$ cat config.mk
export PLATFORM = sky130hd
export DESIGN_NAME = sample1_sweep_ctrl
export DESIGN_NICKNAME = d
export VERILOG_FILES = /design/src/rtl/sample1_sweep_ctrl_pkg.sv /design/src/rtl/sweep_hold_timer.sv /design/src/rtl/sample1_sweep_ctrl.sv
export SDC_FILE = /design/constraint.sdc
export NUM_CORES = 1
export LEC_CHECK = 0
export BUFFER_PORTS_ARGS = -buffer_cell sky130_fd_sc_hd__buf_2
export CAP_MARGIN = 10
export CORE_MARGIN = 1.5
export CORE_UTILIZATION = 30
export CTS_CLUSTER_DIAMETER = 40
export DETAILED_ROUTE_END_ITERATION = 7
export GPL_TIMING_DRIVEN = 0
export PLACE_DENSITY = 0.52
export SLEW_MARGIN = 15
export SYNTH_ARGS = -nofsm -noshare
export SYNTH_HDL_FRONTEND = slang
export SYNTH_HIERARCHICAL = 1
export SYNTH_SLANG_ARGS = --single-unit
export TNS_END_PERCENT = 1
$ cat constraint.sdc
create_clock -name clk -period 5.4 [get_ports clk]
set_clock_uncertainty 0.1 [all_clocks]
set_input_delay 0.54 -clock clk [delete_from_list [all_inputs] [get_ports clk]]
set_output_delay 0.54 -clock clk [all_outputs]
set_load 0.01 [all_outputs]
$ cat src/rtl/sample1_sweep_ctrl_pkg.sv
// Shared constants for the gate truth-table sweep controller.
package sample1_pkg;

    // FSM encoding, kept as plain constants for tools that dislike enums
    localparam logic [1:0] ST_IDLE  = 2'd0;
    localparam logic [1:0] ST_APPLY = 2'd1;
    localparam logic [1:0] ST_DONE  = 2'd2;

    // Two gate inputs give four combinations, indexed by a 2-bit step
    localparam int STEP_W = 2;
    localparam logic [STEP_W-1:0] LAST_STEP = 2'd3;

    // Hold counter width; the hold count itself is limited to 2..65535
    localparam int HOLD_W = 16;

endpackage

$ cat src/rtl/sweep_hold_timer.sv
// Down-counter that times how long each input combination is held.
// Loading takes priority; otherwise it counts down to zero and parks there.
module sweep_hold_timer
    import sample1_pkg::*;
(
    input  logic              clk,
    input  logic              rst_n,
    input  logic              load_i,
    input  logic [HOLD_W-1:0] value_i,
    output logic              zero_o
);

    logic [HOLD_W-1:0] cnt_q, cnt_d;

    // Next count: reload on request, else decrement without ever wrapping
    always_comb begin
        cnt_d = cnt_q;
        if (load_i)
            cnt_d = value_i;
        else if (cnt_q != '0)
            cnt_d = cnt_q - 1'b1;
    end

    // Counter register
    always_ff @(posedge clk or negedge rst_n) begin
        if (!rst_n)
            cnt_q <= '0;
        else
            cnt_q <= cnt_d;
    end

    assign zero_o = (cnt_q == '0);

endmodule

$ cat src/rtl/sample1_sweep_ctrl.sv
// Sweeps the two inputs of an external gate through 00,01,10,11, holding
// each for HOLD_CYCLES cycles and capturing the gate output on the last
// cycle of each hold into a 4-bit truth table.
module sample1_sweep_ctrl
    import sample1_pkg::*;
#(
    parameter int unsigned HOLD_CYCLES = 50
) (
    input  logic              clk,
    input  logic              rst_n,
    input  logic              start,
    input  logic              abort,
    input  logic              z,
    output logic              x,
    output logic              y,
    output logic              busy,
    output logic              done,
    output logic [3:0]        truth,
    output logic [STEP_W-1:0] step
);

    localparam logic [HOLD_W-1:0] RELOAD = HOLD_W'(HOLD_CYCLES - 1);

    logic [1:0]        state_q, state_d;
    logic [STEP_W-1:0] step_q, step_d;
    logic [3:0]        truth_q, truth_d;
    logic              x_q, y_q, busy_q, done_q;
    logic              busy_d, done_d, x_d, y_d;
    logic              tmr_load, tmr_zero;
    logic [HOLD_W-1:0] tmr_val;

    sweep_hold_timer u_timer (
        .clk     (clk),
        .rst_n   (rst_n),
        .load_i  (tmr_load),
        .value_i (tmr_val),
        .zero_o  (tmr_zero)
    );

    // Next-state logic; abort always wins, including on a sampling edge
    always_comb begin
        state_d  = state_q;
        step_d   = step_q;
        truth_d  = truth_q;
        tmr_load = 1'b0;
        tmr_val  = RELOAD;
        case (state_q)
            ST_IDLE: begin
                if (start && !abort) begin
                    state_d  = ST_APPLY;
                    step_d   = '0;
                    truth_d  = '0;
                    tmr_load = 1'b1;
                end
            end
            ST_APPLY: begin
                if (abort) begin
                    state_d  = ST_IDLE;
                    step_d   = '0;
                    tmr_load = 1'b1;
                    tmr_val  = '0;
                end else if (tmr_zero) begin
                    truth_d[step_q] = z;
                    tmr_load = 1'b1;
                    if (step_q == LAST_STEP) begin
                        state_d = ST_DONE;
                        step_d  = '0;
                        tmr_val = '0;
                    end else begin
                        step_d = step_q + 2'd1;
                    end
                end
            end
            ST_DONE: state_d = ST_IDLE;
            default: state_d = ST_IDLE;
        endcase
    end

    // Outputs are derived from the next state so they register cleanly
    always_comb begin
        busy_d = (state_d == ST_APPLY);
        done_d = (state_d == ST_DONE);
        x_d    = busy_d & step_d[1];
        y_d    = busy_d & step_d[0];
    end

    // State and output registers
    always_ff @(posedge clk or negedge rst_n) begin
        if (!rst_n) begin
            state_q <= ST_IDLE;
            step_q  <= '0;
            truth_q <= '0;
            x_q     <= 1'b0;
            y_q     <= 1'b0;
            busy_q  <= 1'b0;
            done_q  <= 1'b0;
        end else begin
            state_q <= state_d;
            step_q  <= step_d;
            truth_q <= truth_d;
            x_q     <= x_d;
            y_q     <= y_d;
            busy_q  <= busy_d;
            done_q  <= done_d;
        end
    end

    assign x     = x_q;
    assign y     = y_q;
    assign busy  = busy_q;
    assign done  = done_q;
    assign truth = truth_q;
    assign step  = step_q;

endmodule

**Word level (Yosys, flattened, before mapping)**

Cells that the tools add are included.

- Register bits after elaboration: 28
- Bits of input ports: 5
- Output and inout port bits: 10
- Word-level logic and storage cells: 57

- Add/subtract/negate cells: 2
- Magnitude comparators: 2
- Equal/unequal tests: 7
- Mux-type cells: 27
- Bitwise logic cells: 2
- Reduce and logical (&&, ||, !) cells: 9

Operator list:

| operator | number |
|---|---|
| $mux 16 | 2 |
| $mux 6 | 4 |
| $logic_not 16->1 | 1 |
| $mux 2 | 8 |
| $reduce_bool 16->1 | 1 |
| $sub 16x1->16 const B | 1 |
| $mux 4 | 3 |
| $pmux 2 s2 | 2 |
| $pmux 4 s2 | 1 |
| $ne 2x2->1 const B | 3 |
| $bwmux 4 | 1 |
| $eq 2x1->1 const B | 2 |
| $eq 2x2->1 const B | 2 |
| $mux 1 | 4 |
| $reduce_and 4->1 | 1 |
| $reduce_bool 2->1 | 2 |
| $lt 2x3->1 const B | 1 |
| $add 2x1->2 const B | 1 |
| $and 1x1->1 | 2 |
| $demux 1 s2 | 1 |
| $ge 2x1->1 const B | 1 |
| $logic_and 1x1->1 | 2 |
| $logic_not 2->1 | 1 |
| $pmux 1 s2 | 1 |
| $logic_not 1->1 | 1 |

**Longest topological paths before layout**

Gate-level depths: netlist of the first run.

- Depth in word-level cells: 8
- Gate-level depth with buffers: 12
- Gate-level depth less buffers: 9

**Hierarchy**

Netlist of the first run, hierarchy kept.

By module, submodules not included:

| module | times used | cells an instance | area an instance (um^2) | sequential area each (um^2) |
|---|---|---|---|---|
| sweep_hold_timer | 1 | 104 | 1006.0 | 400.4 |
| sample1_sweep_ctrl | 1 | 56 | 593.1 | 300.3 |

**Worst setup path before layout of the first run**

No wires, ideal clock.

- Path kind: reg-to-reg
- Start: register u_timer.cnt_q[0]
- End: register u_timer.cnt_q[6]
- Library setup time: 0.142 ns
- Arrival: 2.487 ns
- Data required time: 5.158 ns
- Path slack: 2.671 ns
- Cell stages (with the launch flop): 12
- Buffers on the path: 3
- Clock period less this slack: 2.729 ns
- Cell sequence: dfrtp_1 inv_1 ha_1 nor3b_4 nand3_2 nor2_1 clkbuf_1 o221ai_1 inv_1 clkbuf_1 clkbuf_1 o221ai_1

- Longest elaborated chain between the ends: 5
- Elaborated cells between the ends (all ways): 9
- Those cells by class: 1 x add/sub; 5 x mux; 3 x reduce/logical

RTL lines:

| what | line | RTL |
|---|---|---|
| start, declared | sweep_hold_timer.sv:13 | `logic [HOLD_W-1:0] cnt_q, cnt_d;` |
| start signal, assigned | sweep_hold_timer.sv:29 | `cnt_q <= cnt_d;` |
| $logic_not 16->1 (*) | sweep_hold_timer.sv:32 | `assign zero_o = (cnt_q == '0);` |
| net tmr_zero | sample1_sweep_ctrl.sv:29 | `logic tmr_load, tmr_zero;` |
| $mux 1 (*) | sample1_sweep_ctrl.sv:62 | `end else if (tmr_zero) begin` |
| $mux 1 (*) | sample1_sweep_ctrl.sv:57 | `if (abort) begin` |
| $pmux 1 s2 (*) | sample1_sweep_ctrl.sv:47 | `case (state_q)` |
| net tmr_load | sample1_sweep_ctrl.sv:29 |  |
| $mux 16 / $reduce_bool 2->1 (equally long branches) | n/a |  |

The timed path passes the listed nets; every way through them passes the cells marked *. The select of a mux whose other input is x is not followed.
A chain may end at the register's enable or synchronous reset.

**Worst setup path after layout of the first run**

- Start: register u_timer.cnt_q[0]
- End: register u_timer.cnt_q[12]

Same word-level chain as after synthesis.

==> impl_metrics.csv, run 1 <==
group,metric,value,unit
cts,ctsResizeCount,0,
logic_synthesis,synth_area,0.00160,mm^2
logic_synthesis,synth-edff-count,0,
route,met1_length,1630,um
worst_setup_path,cp_cell_sequence,"inv_1 > ha_1 > nor3b_4 > nand3_2 > nor2_1 > clkbuf_1 > o221ai_1 > inv_1 > clkbuf_1 > clkbuf_1 > o211ai_1",
cts,cts_setup_buffers,0,
run_status,status,"completed",
final_layout,nets,201,
timing,fin_ws,1.92,ns
place,post-place-ws,1.91,ns
die,core_area,0.00511,mm^2
route,routed_wl,3320,um
final_layout,stdcell_area,0.00187,mm^2
worst_setup_path,worstSetupEndpointType,"register",
logic_synthesis,async_flop_share,100,%
route,wire_per_inst,12.8,um
logic_synthesis,ys_ff_latch,28,
timing,tns,0,ns
global_route,antenna_found_initial,0,
logic_synthesis,ys_warn_count,6,
die,rows,26,
timing,whs,0.175,ns
die,die_h,76.0,um
worst_setup_path,critical-path-max-stage-delay,0.45,ns
timing,tightest_slew,0.758,ns
worst_setup_path,crit_type,"reg2reg",
final_layout,syn_to_final_growth,17.1,%
logic_synthesis,yosysSeqAreaShare,43.8,%
cts,clk_latency,0.27,ns
global_route,grt_pass1_wl,5830,um
die,initial_core_util,31.3,%
power_and_ir_drop,p_leak,0.000845,uW
logic_synthesis,ys_top_cells_by_area,"dfrtp_1 44%, xnor2_1 4.4%, ha_1 3.9%",
place,port_buffers,14,
final_layout,drive_above_1_share,15.3,%
power_and_ir_drop,max-vdd-ir-drop,156,uV
worst_setup_path,worstPathRequired,5.45,ns
timing,rsz0062_at_grt,"no",
place,dp_hpwl,2360,um
die,dieArea,0.00578,mm^2
run,drv_cap,0,
timing,finalSetupViolations,0,
route,viasPerCell,4.75,
logic_synthesis,synth_area_leader_cell,"dfrtp_1",
worst_setup_path,crit_cells,11,
route,ant_nets,0,
global_route,grt_pass1_vias,1292,
global_route,globalRoute.totalOverflow,0,
global_route,grt_max_degree,29,
global_route,track_usage,12.2,%
worst_setup_path,cp.arrival,3.52,ns
final_layout,final_cell_mix,"28 x dfrtp_1, 16 x buf_2, 13 x conb_1",
route,vias,1235,
route,wl_met2,1620,um
cts,cts_buffer_depth,2,
die,fp.dieW,76.0,um
route,drtIter0Drc,61,
logic_synthesis,synth_top_area_share,43.8,%
final_layout,mostFrequentLayoutCell,"dfrtp_1",
min_path,hold_path.class,"in2async",
worst_setup_path,crit_slowest_cell,"nor3b_4",
worst_setup_path,critical_path.top_delay_family,"buffers and inverters",
final_layout,layout.cells.non_filler,260,
timing,max_freq,288,MHz
cts,hold_buffers,0,
final_layout,fill_cells,536,
timing,fin_crit,3.48,ns
logic_synthesis,syn_inst,160,
worst_setup_path,rr_endpoint,"u_timer/cnt_q[12]",
power_and_ir_drop,powerDensity,286,mW/mm^2
timing,final_max_slew_viol_count,0,
logic_synthesis,ys.flop_type,"dfrtp_1",
cts,path_clk_slew,0.10,ns
place,dp.cells,256,
worst_setup_path,r2r-start,"u_timer/cnt_q[0]",
worst_setup_path,path_common_cell,"clkbuf_1",
worst_setup_path,rrSetupSlack,1.92,ns
worst_setup_path,startpoint_type,"register",
place,postPlaceCellArea,0.00180,mm^2
cts,cts_root_buf,"clkbuf_8",
worst_setup_path,crit_buf_inv,5,
route,route.detailed.drc,0,
cts,cts.sinks,28,
timing,relSlewSlack,49.1,%
die,ios,15,
logic_synthesis,postSynthAreaPerCell,9.99,um^2
cts,tritoncts,"built",
timing,fin_crit_sh,64.4,%
final_layout,antenna_cells,0,
worst_setup_path,reg2reg_depth,11,
route,wl_met3,45,um
route,top_layer_used,"met4",
logic_synthesis,ys_types,43,
place,place_congestion,0.759,
cts,htree_num_levels,1,
route,firstDrtPassIters,4,
cts,numCtsBuffers,3,
timing,hold_viol,0,
worst_setup_path,cp_max_fo,10,
## cell type report
type	instances	area [um^2]	share of cell area (%)
Clock buffer	3	41.3	2.20
Clock inverter	1	30.0	1.60
Tap cell	70	87.6	4.68
Sequential cell	28	701	37.4
Multi-Input combinational cell	132	896	47.8
Buffer	6	25.0	1.34
Inverter	6	22.5	1.20
Timing Repair Buffer	14	70.1	3.74
## routing by layer
metal | global-route usage (%) | vias to the layer above
met3 | 1.08 | 2
met4 | 4.44 | 0
li1 | - | 616
met5 | 0 | -
met1 | 16.1 | 608
met2 | 21.0 | 9
## registers in the layout (all words and copies together) (netlist names)
signal	cells
step	2
state_q	2
u_timer/cnt_q	16
truth	4
busy	1
y	1
x	1
done	1
## metrics by stage
step / utilization (%) / total power [uW]
3_3_place_gp: 35.3 / 372
5_1_grt: 36.7 / 569
3_5_place_dp: 35.3 / 373
4_1_cts: 36.7 / 544
2_1_floorplan: - / 342
6_report: 36.7 / 535
## cells by family after synthesis
| logic type | Yosys count | synth area share (%) |
|---|---|---|
| and+or+nand+nor | 72 | 27.6 |
| AOI/OAI and AO/OA | 28 | 13.2 |
| DFF | 28 | 43.8 |
| buffers and inverters | 12 | 2.97 |
| xor gates and xnor gates | 8 | 4.38 |
| muxes | 6 | 3.83 |
| adders and majority gates | 5 | 3.91 |
| other | 1 | 0.235 |
## worst max-delay path by stage
stage | startpoint | slack, ns | endpoint
global route | u_timer/cnt_q[0] | 1.62 | u_timer/cnt_q[0]
detailed placement | u_timer/cnt_q[0] | 1.91 | u_timer/cnt_q[6]
global placement | u_timer/cnt_q[0] | 1.89 | u_timer/cnt_q[12]
floorplan | u_timer/cnt_q[0] | 2.67 | u_timer/cnt_q[6]
finish | u_timer/cnt_q[0] | 1.92 | u_timer/cnt_q[12]
CTS | u_timer/cnt_q[0] | 1.89 | u_timer/cnt_q[12]
## synth_stat cells (4+ instances only)
master	count
nor2b_1	4
dfrtp_1	28
clkbuf_1	4
xnor2_1	8
nor3_1	6
nor2_1	10
nand2b_1	10
ha_1	5
o21ai_0	6
inv_1	6
nand2_1	12
nand3_1	8
o211a_1	6
mux2i_1	5
## power breakdown
group | switching (uW) | internal, uW | leakage, uW
logic | 52.7 | 48.3 | 0.000461
clock network | 68.5 | 99.3 | 0.0000357
registers | 31.5 | 235 | 0.000349
total | 153 | 382 | 0.000845
(Power assumes the default switching activity.)
==> run 2, diff against run 1 <==
--- a/config.mk
+++ b/config.mk
@@ -5,6 +5,7 @@
 export SDC_FILE = /design/constraint.sdc
 export NUM_CORES = 1
 export LEC_CHECK = 0
+export ABC_AREA = 1
 export BUFFER_PORTS_ARGS = -buffer_cell sky130_fd_sc_hd__buf_2
 export CAP_MARGIN = 10
 export CORE_MARGIN = 1.5
==> constraint.sdc (replaced) <==
create_clock -name clk -period 3.2 [get_ports clk]
set_clock_uncertainty 0.1 [all_clocks]
set_input_delay 0.32 -clock clk [delete_from_list [all_inputs] [get_ports clk]]
set_output_delay 0.32 -clock clk [all_outputs]
set_load 0.01 [all_outputs]
==> run 2 against run 1 <==
- final cell count rose by 39%
- total power increased by 120%
- fmax increased by 23%
- utilization fell by 0.58 points
- worst hold slack better by 0.083 ns
- combinational power grew to 3.9 times the previous value
- flip-flop and latch count did not move
- synthesized cell count grew 59%
- critical path type unchanged
- highest routed layer unchanged
==> impl_metrics.csv, run 2 <==
group,metric,value,unit
run_status,status,"completed",
worst_setup_path,cp.arrival,2.91,ns
global_route,grt_pass1_vias,1533,
route,ant_nets,0,
cts,cts.sinks,28,
power_and_ir_drop,p_leak,0.00119,uW
logic_synthesis,synth_most_common_cell,"nand2_1",
timing,fin_crit,2.83,ns
place,dp_hpwl,2890,um
final_layout,final_cell_mix,"85 x nand2_1, 34 x inv_1, 29 x nor2_1",
route,viasPerCell,4.24,
final_layout,drive_above_1_share,16.4,%
logic_synthesis,synth-edff-count,0,
cts,tritoncts,"built",
min_path,hold_path.class,"in2reg",
final_layout,registers.top_by_ff_count,"u_timer/cnt_q",
global_route,globalRoute.totalOverflow,0,
die,rows,28,
worst_setup_path,cp_max_fo,10,
run,drv_cap,0,
power_and_ir_drop,powerDensity,549,mW/mm^2
worst_setup_path,worstSetupEndpointType,"register",
logic_synthesis,async_flop_share,100,%
final_layout,antenna_cells,0,
timing,tns,0,ns
place,place_congestion,0.795,
logic_synthesis,ys.flop_type,"dfrtp_1",
final_layout,stdcell_area,0.00214,mm^2
logic_synthesis,syn_inst,255,
route,route.detailed.drc,0,
cts,cts_buffer_depth,2,
timing,max_freq,354,MHz
logic_synthesis,synth_top_area_share,38.0,%
logic_synthesis,ys_top_cells_by_area,"dfrtp_1 38%, nand2_1 17%, inv_1 6.9%",
global_route,grt_pass1_wl,6940,um
worst_setup_path,r2r-start,"u_timer/cnt_q[0]",
route,vias,1532,
place,postPlaceCellArea,0.00205,mm^2
logic_synthesis,ys_types,29,
worst_setup_path,reg2reg_depth,13,
power_and_ir_drop,p_total,1170,uW
cts,numCtsBuffers,3,
timing,hold_viol,0,
die,die_h,81.4,um
worst_setup_path,worstPathRequired,3.29,ns
min_path,hp-start,"abort",
power_and_ir_drop,max-vdd-ir-drop,184,uV
logic_synthesis,synth_common_cells,"85 x nand2_1, 34 x inv_1, 29 x nor2_1",
global_route,antenna_found_initial,0,
cts,path_clk_slew,0.10,ns
cts,htree_num_levels,1,
final_layout,mostFrequentLayoutCell,"nand2_1",
route,drtIter0Drc,74,
worst_setup_path,crit_type,"reg2reg",
cts,clk_latency,0.28,ns
timing,fin_crit_sh,88.4,%
place,port_buffers,14,
logic_synthesis,synth_area_leader_cell,"dfrtp_1",
final_layout,nets,297,
die,fp.dieW,81.4,um
final_layout,syn_to_final_growth,16.0,%
die,initial_core_util,31.1,%
cts,cts_root_buf,"clkbuf_8",
global_route,grt_max_degree,29,
timing,finalSetupViolations,0,
timing,relSlewSlack,56.1,%
die,dieArea,0.00662,mm^2
logic_synthesis,synth_area,0.00184,mm^2
worst_setup_path,startpoint,"u_timer/cnt_q[0]",
global_route,track_usage,13.7,%
timing,rsz0062_at_grt,"no",
logic_synthesis,yosysSeqAreaShare,38.0,%
logic_synthesis,postSynthAreaPerCell,7.22,um^2
timing,tightest_slew,0.659,ns
final_layout,largest_reg_flops,16,
worst_setup_path,startpoint_type,"register",
logic_synthesis,ys_ff_latch,28,
min_path,hold_depth,4,
timing,final_max_slew_viol_count,0,
route,firstDrtPassIters,4,
route,wire_per_inst,10.6,um
die,ios,15,
logic_synthesis,ys_warn_count,6,
route,routed_wl,3830,um
die,core_area,0.00592,mm^2
[run 2: cell types whose count changed after synthesis, moves of 4 or more]
cell,change
nor3_1,-5
nand3_1,+11
nor2_4,+4
nand2b_1,-10
nand2_2,+5
nor2_2,+5
o211a_1,-6
nor2b_1,-4
mux2i_1,-5
xnor2_1,-6
nor2_1,+19
inv_1,+28
clkbuf_1,-4
nand2_1,+73
[run 2: routing by layer]
metal  global-route usage, %  part of all wire (%)
met5                       0                     0
met2                    23.1                    47
met3                    3.03                   2.1
met4                    2.59                  0.60
met1                    17.9                    50
[run 2: critical path: stages (launching register included)]
cell and delay (ns):
dfrtp_1 0.42, inv_1 0.12, ha_1 0.30, nand2_4 0.12, nor2_4 0.14, nand3_1 0.13
nor3_2 0.32, inv_1 0.10, a22oi_1 0.22, buf_2 0.24, buf_2 0.27, o21ai_0 0.13
nand2_1 0.07, inv_1 0.04
[run 2: stage by stage]
| stage | hold slack [ns] | instances | utilization, % | setup WS [ns] |
|---|---|---|---|---|
| after global placement | 0.301 | 356 | 34.6 | 0.184 |
| after CTS | 0.242 | 361 | 36.0 | 0.127 |
| final | 0.259 | 361 | 36.1 | 0.373 |
| after detailed placement | 0.303 | 356 | 34.6 | 0.158 |
| after floorplan | -0.0756 | 267 | - | 0.806 |
| after global routing | 0.276 | 361 | 36.1 | 0.0514 |
[run 2: area by class of cell]
cell class                      count  area, um^2
Clock inverter                      1        30.0
Inverter                           35         131
Tap cell                           75        93.8
Sequential cell                    28         701
Buffer                              4        32.5
Clock buffer                        3        41.3
Multi-Input combinational cell    200        1030
Fill cell                         646        3780
Timing Repair Buffer               15        80.1
[run 2: path summary, 6_finish.rpt]
kind                               endpoint  slack, ns
max                        u_timer/cnt_q[3]       0.37
min                                 step[1]       0.26
max reg2reg                u_timer/cnt_q[3]       0.37
min reg2reg                        truth[0]       0.38
max in group asynchronous  u_timer/cnt_q[4]       2.08
min in group asynchronous  u_timer/cnt_q[8]       0.49
[run 2: power breakdown]
part / total [uW] / switching [uW] / internal [uW]
sequential: 495 / 72.1 / 423
combinational: 391 / 247 / 144
clock: 287 / 120 / 168
[run 2: logic make-up (layout without fill, tap and decap cells)]
group                    after synthesis  after routing  synth area share, %
AO/OA/AOI/OAI                         16             16                 5.50
XOR/XNOR                               5              5                 2.38
adder cells (fa/ha/maj)                5              5                 3.40
buffers and inverters                 39             58                 8.90
flip-flops                            28             28                 38.0
other                                  1             13                0.204
AND/OR/NAND/NOR                      161            161                 41.6
[run 2: what timing repair did]
action                                  CTS  global route
hold endpoints to repair                 28             0
buffers inserted                          0             0
gates resized for setup                   0             1
endpoints found under the setup margin    0             1
hold buffers                              1             0
==> run 3, diff against run 2 <==
--- a/config.mk
+++ b/config.mk
@@ -9,11 +9,11 @@
 export BUFFER_PORTS_ARGS = -buffer_cell sky130_fd_sc_hd__buf_2
 export CAP_MARGIN = 10
 export CORE_MARGIN = 1.5
-export CORE_UTILIZATION = 30
+export CORE_UTILIZATION = 59
 export CTS_CLUSTER_DIAMETER = 40
 export DETAILED_ROUTE_END_ITERATION = 7
 export GPL_TIMING_DRIVEN = 0
-export PLACE_DENSITY = 0.52
+export PLACE_DENSITY = 0.85
 export SLEW_MARGIN = 15
 export SYNTH_ARGS = -nofsm -noshare
 export SYNTH_HDL_FRONTEND = slang
==> run 3 against run 2 <==
- non-clock buffer count unchanged
- largest power group unchanged
- routed wire length down 8.8%
- cell area down 3.6%
- critical path depth unchanged
==> impl_metrics.csv, run 3 (synthesis results as in run 2) <==
group,metric,value,unit
timing,fin_crit_sh,91.0,%
final_layout,drive_above_1_share,16.1,%
timing,fin_crit,2.91,ns
timing,whs,0.198,ns
worst_setup_path,critical-path-max-stage-delay,0.46,ns
die,fp.dieW,58.9,um
worst_setup_path,startpoint_type,"register",
power_and_ir_drop,p_total,1110,uW
die,initial_core_util,61.3,%
power_and_ir_drop,max-vdd-ir-drop,245,uV
final_layout,final_cell_mix,"85 x nand2_1, 34 x inv_1, 29 x nor2_1",
worst_setup_path,rrSetupSlack,0.29,ns
final_layout,mostFrequentLayoutCell,"nand2_1",
worst_setup_path,worstSetupEndpointType,"register",
power_and_ir_drop,powerDensity,541,mW/mm^2
route,drtIter0Drc,44,
die,dieArea,0.00347,mm^2
timing,rsz0062_at_grt,"no",
cts,cts.sinks,28,
cts,htree_num_levels,1,
global_route,grt_pass1_wl,6380,um
place,place_congestion,0.843,
route,vias,1541,
power_and_ir_drop,p_leak,0.00118,uW
run,drv_cap,0,
die,core_area,0.00300,mm^2
route,route.detailed.drc,0,
worst_setup_path,crit_slowest_cell,"nor3_1",
timing,tightest_slew,0.627,ns
worst_setup_path,cp_max_fo,10,
final_layout,largest_reg_flops,16,
cts,cts_root_buf,"clkbuf_4",
cts,numCtsBuffers,3,
final_layout,antenna_cells,0,
timing,tns,0,ns
timing,relSlewSlack,58.2,%
global_route,grt_max_degree,29,
cts,cts_setup_buffers,0,
final_layout,syn_to_final_growth,11.9,%
worst_setup_path,critical_path.top_delay_family,"simple AND/OR/NAND/NOR gates",
cts,clk_latency,0.33,ns
die,die_h,58.9,um
final_layout,registers.top_by_ff_count,"u_timer/cnt_q",
worst_setup_path,crit_buf_inv,5,
timing,max_freq,343,MHz
route,ant_nets,0,
final_layout,post-route-util,68.6,%
place,port_buffers,14,
route,wire_per_inst,11.0,um
final_layout,register_area,701,um^2
place,dp_hpwl,2710,um
global_route,antenna_found_initial,0,
final_layout,multi_input_area,0.00102,mm^2
cts,tritoncts,"built",
worst_setup_path,cp_cell_sequence,"inv_1 > ha_1 > nand2_4 > nor2_4 > nand3_1 > nor3_1 > inv_1 > a22oi_1 > buf_2 > buf_2 > o21ai_0 > nand2_1 > inv_1",
run_status,status,"completed",
cts,hold_buffers,1,
worst_setup_path,crit_type,"reg2reg",
global_route,grt_pass1_vias,1517,
timing,hold_viol,0,
timing,finalSetupViolations,0,
timing,final_max_slew_viol_count,0,
cts,cts_buffer_depth,2,
final_layout,fill_cells,278,
global_route,track_usage,23.6,%
route,firstDrtPassIters,4,
route,routed_wl,3500,um
worst_setup_path,worstPathRequired,3.35,ns
die,ios,15,
min_path,hold_path.class,"in2reg",
final_layout,nets,297,
route,viasPerCell,4.83,
cts,path_clk_slew,0.16,ns
cts,ctsResizeCount,0,
global_route,globalRoute.totalOverflow,0,
worst_setup_path,cp.arrival,3.06,ns
die,rows,20,
worst_setup_path,path_common_cell,"inv_1",
run 3: metal layers:
metal  global-route usage [%]  wire length, um
met2                     44.8             1770
met1                     28.7             1620
met3                     2.20               83
met5                        0                0
met4                     4.87               17
run 3: tightest hold or removal path: cells and delay by family:
family	cells	cell delay, ns
AND/OR/NAND/NOR	3	0.17
buffers and inverters	1	0.11
run 3: power by group:
| part | leakage (uW) | total [uW] | switching [uW] | internal (uW) |
|---|---|---|---|---|
| clock | 0.0000279 | 231 | 104 | 127 |
| sequential | 0.000355 | 496 | 73.3 | 423 |
| combinational | 0.000798 | 388 | 245 | 143 |
| total | 0.00118 | 1110 | 422 | 693 |
run 3: path summary, 6_finish.rpt:
path	startpoint	endpoint	cells past startpoint
setup reg to reg	u_timer/cnt_q[0]	u_timer/cnt_q[3]	13
hold / removal	abort	step[1]	4
setup / recovery	u_timer/cnt_q[0]	u_timer/cnt_q[3]	13
min in group asynchronous	rst_n	u_timer/cnt_q[3]	2
hold reg to reg	truth[0]	truth[0]	2
max in group asynchronous	rst_n	u_timer/cnt_q[14]	2
run 3: layout make-up:
| cell class | instances | share of cell area, % |
|---|---|---|
| clock buffers | 3 | 1.09 |
| inverters | 35 | 6.38 |
| well taps | 33 | 2.00 |
| clock inverters | 1 | 1.46 |
| repair buffers | 15 | 3.89 |
| flip-flops and latches | 28 | 34.0 |
| multi-input cells | 200 | 49.6 |
| plain buffers | 4 | 1.58 |
run 3: per-stage QoR:
stage               std cells  worst slack, ns  area, um^2
floorplan                 267            0.806        1890
global placement          314            0.377        2000
finish                    319            0.288        2060
global route              319           0.0191        2060
CTS                       319            0.280        2060
detailed placement        314            0.302        2000
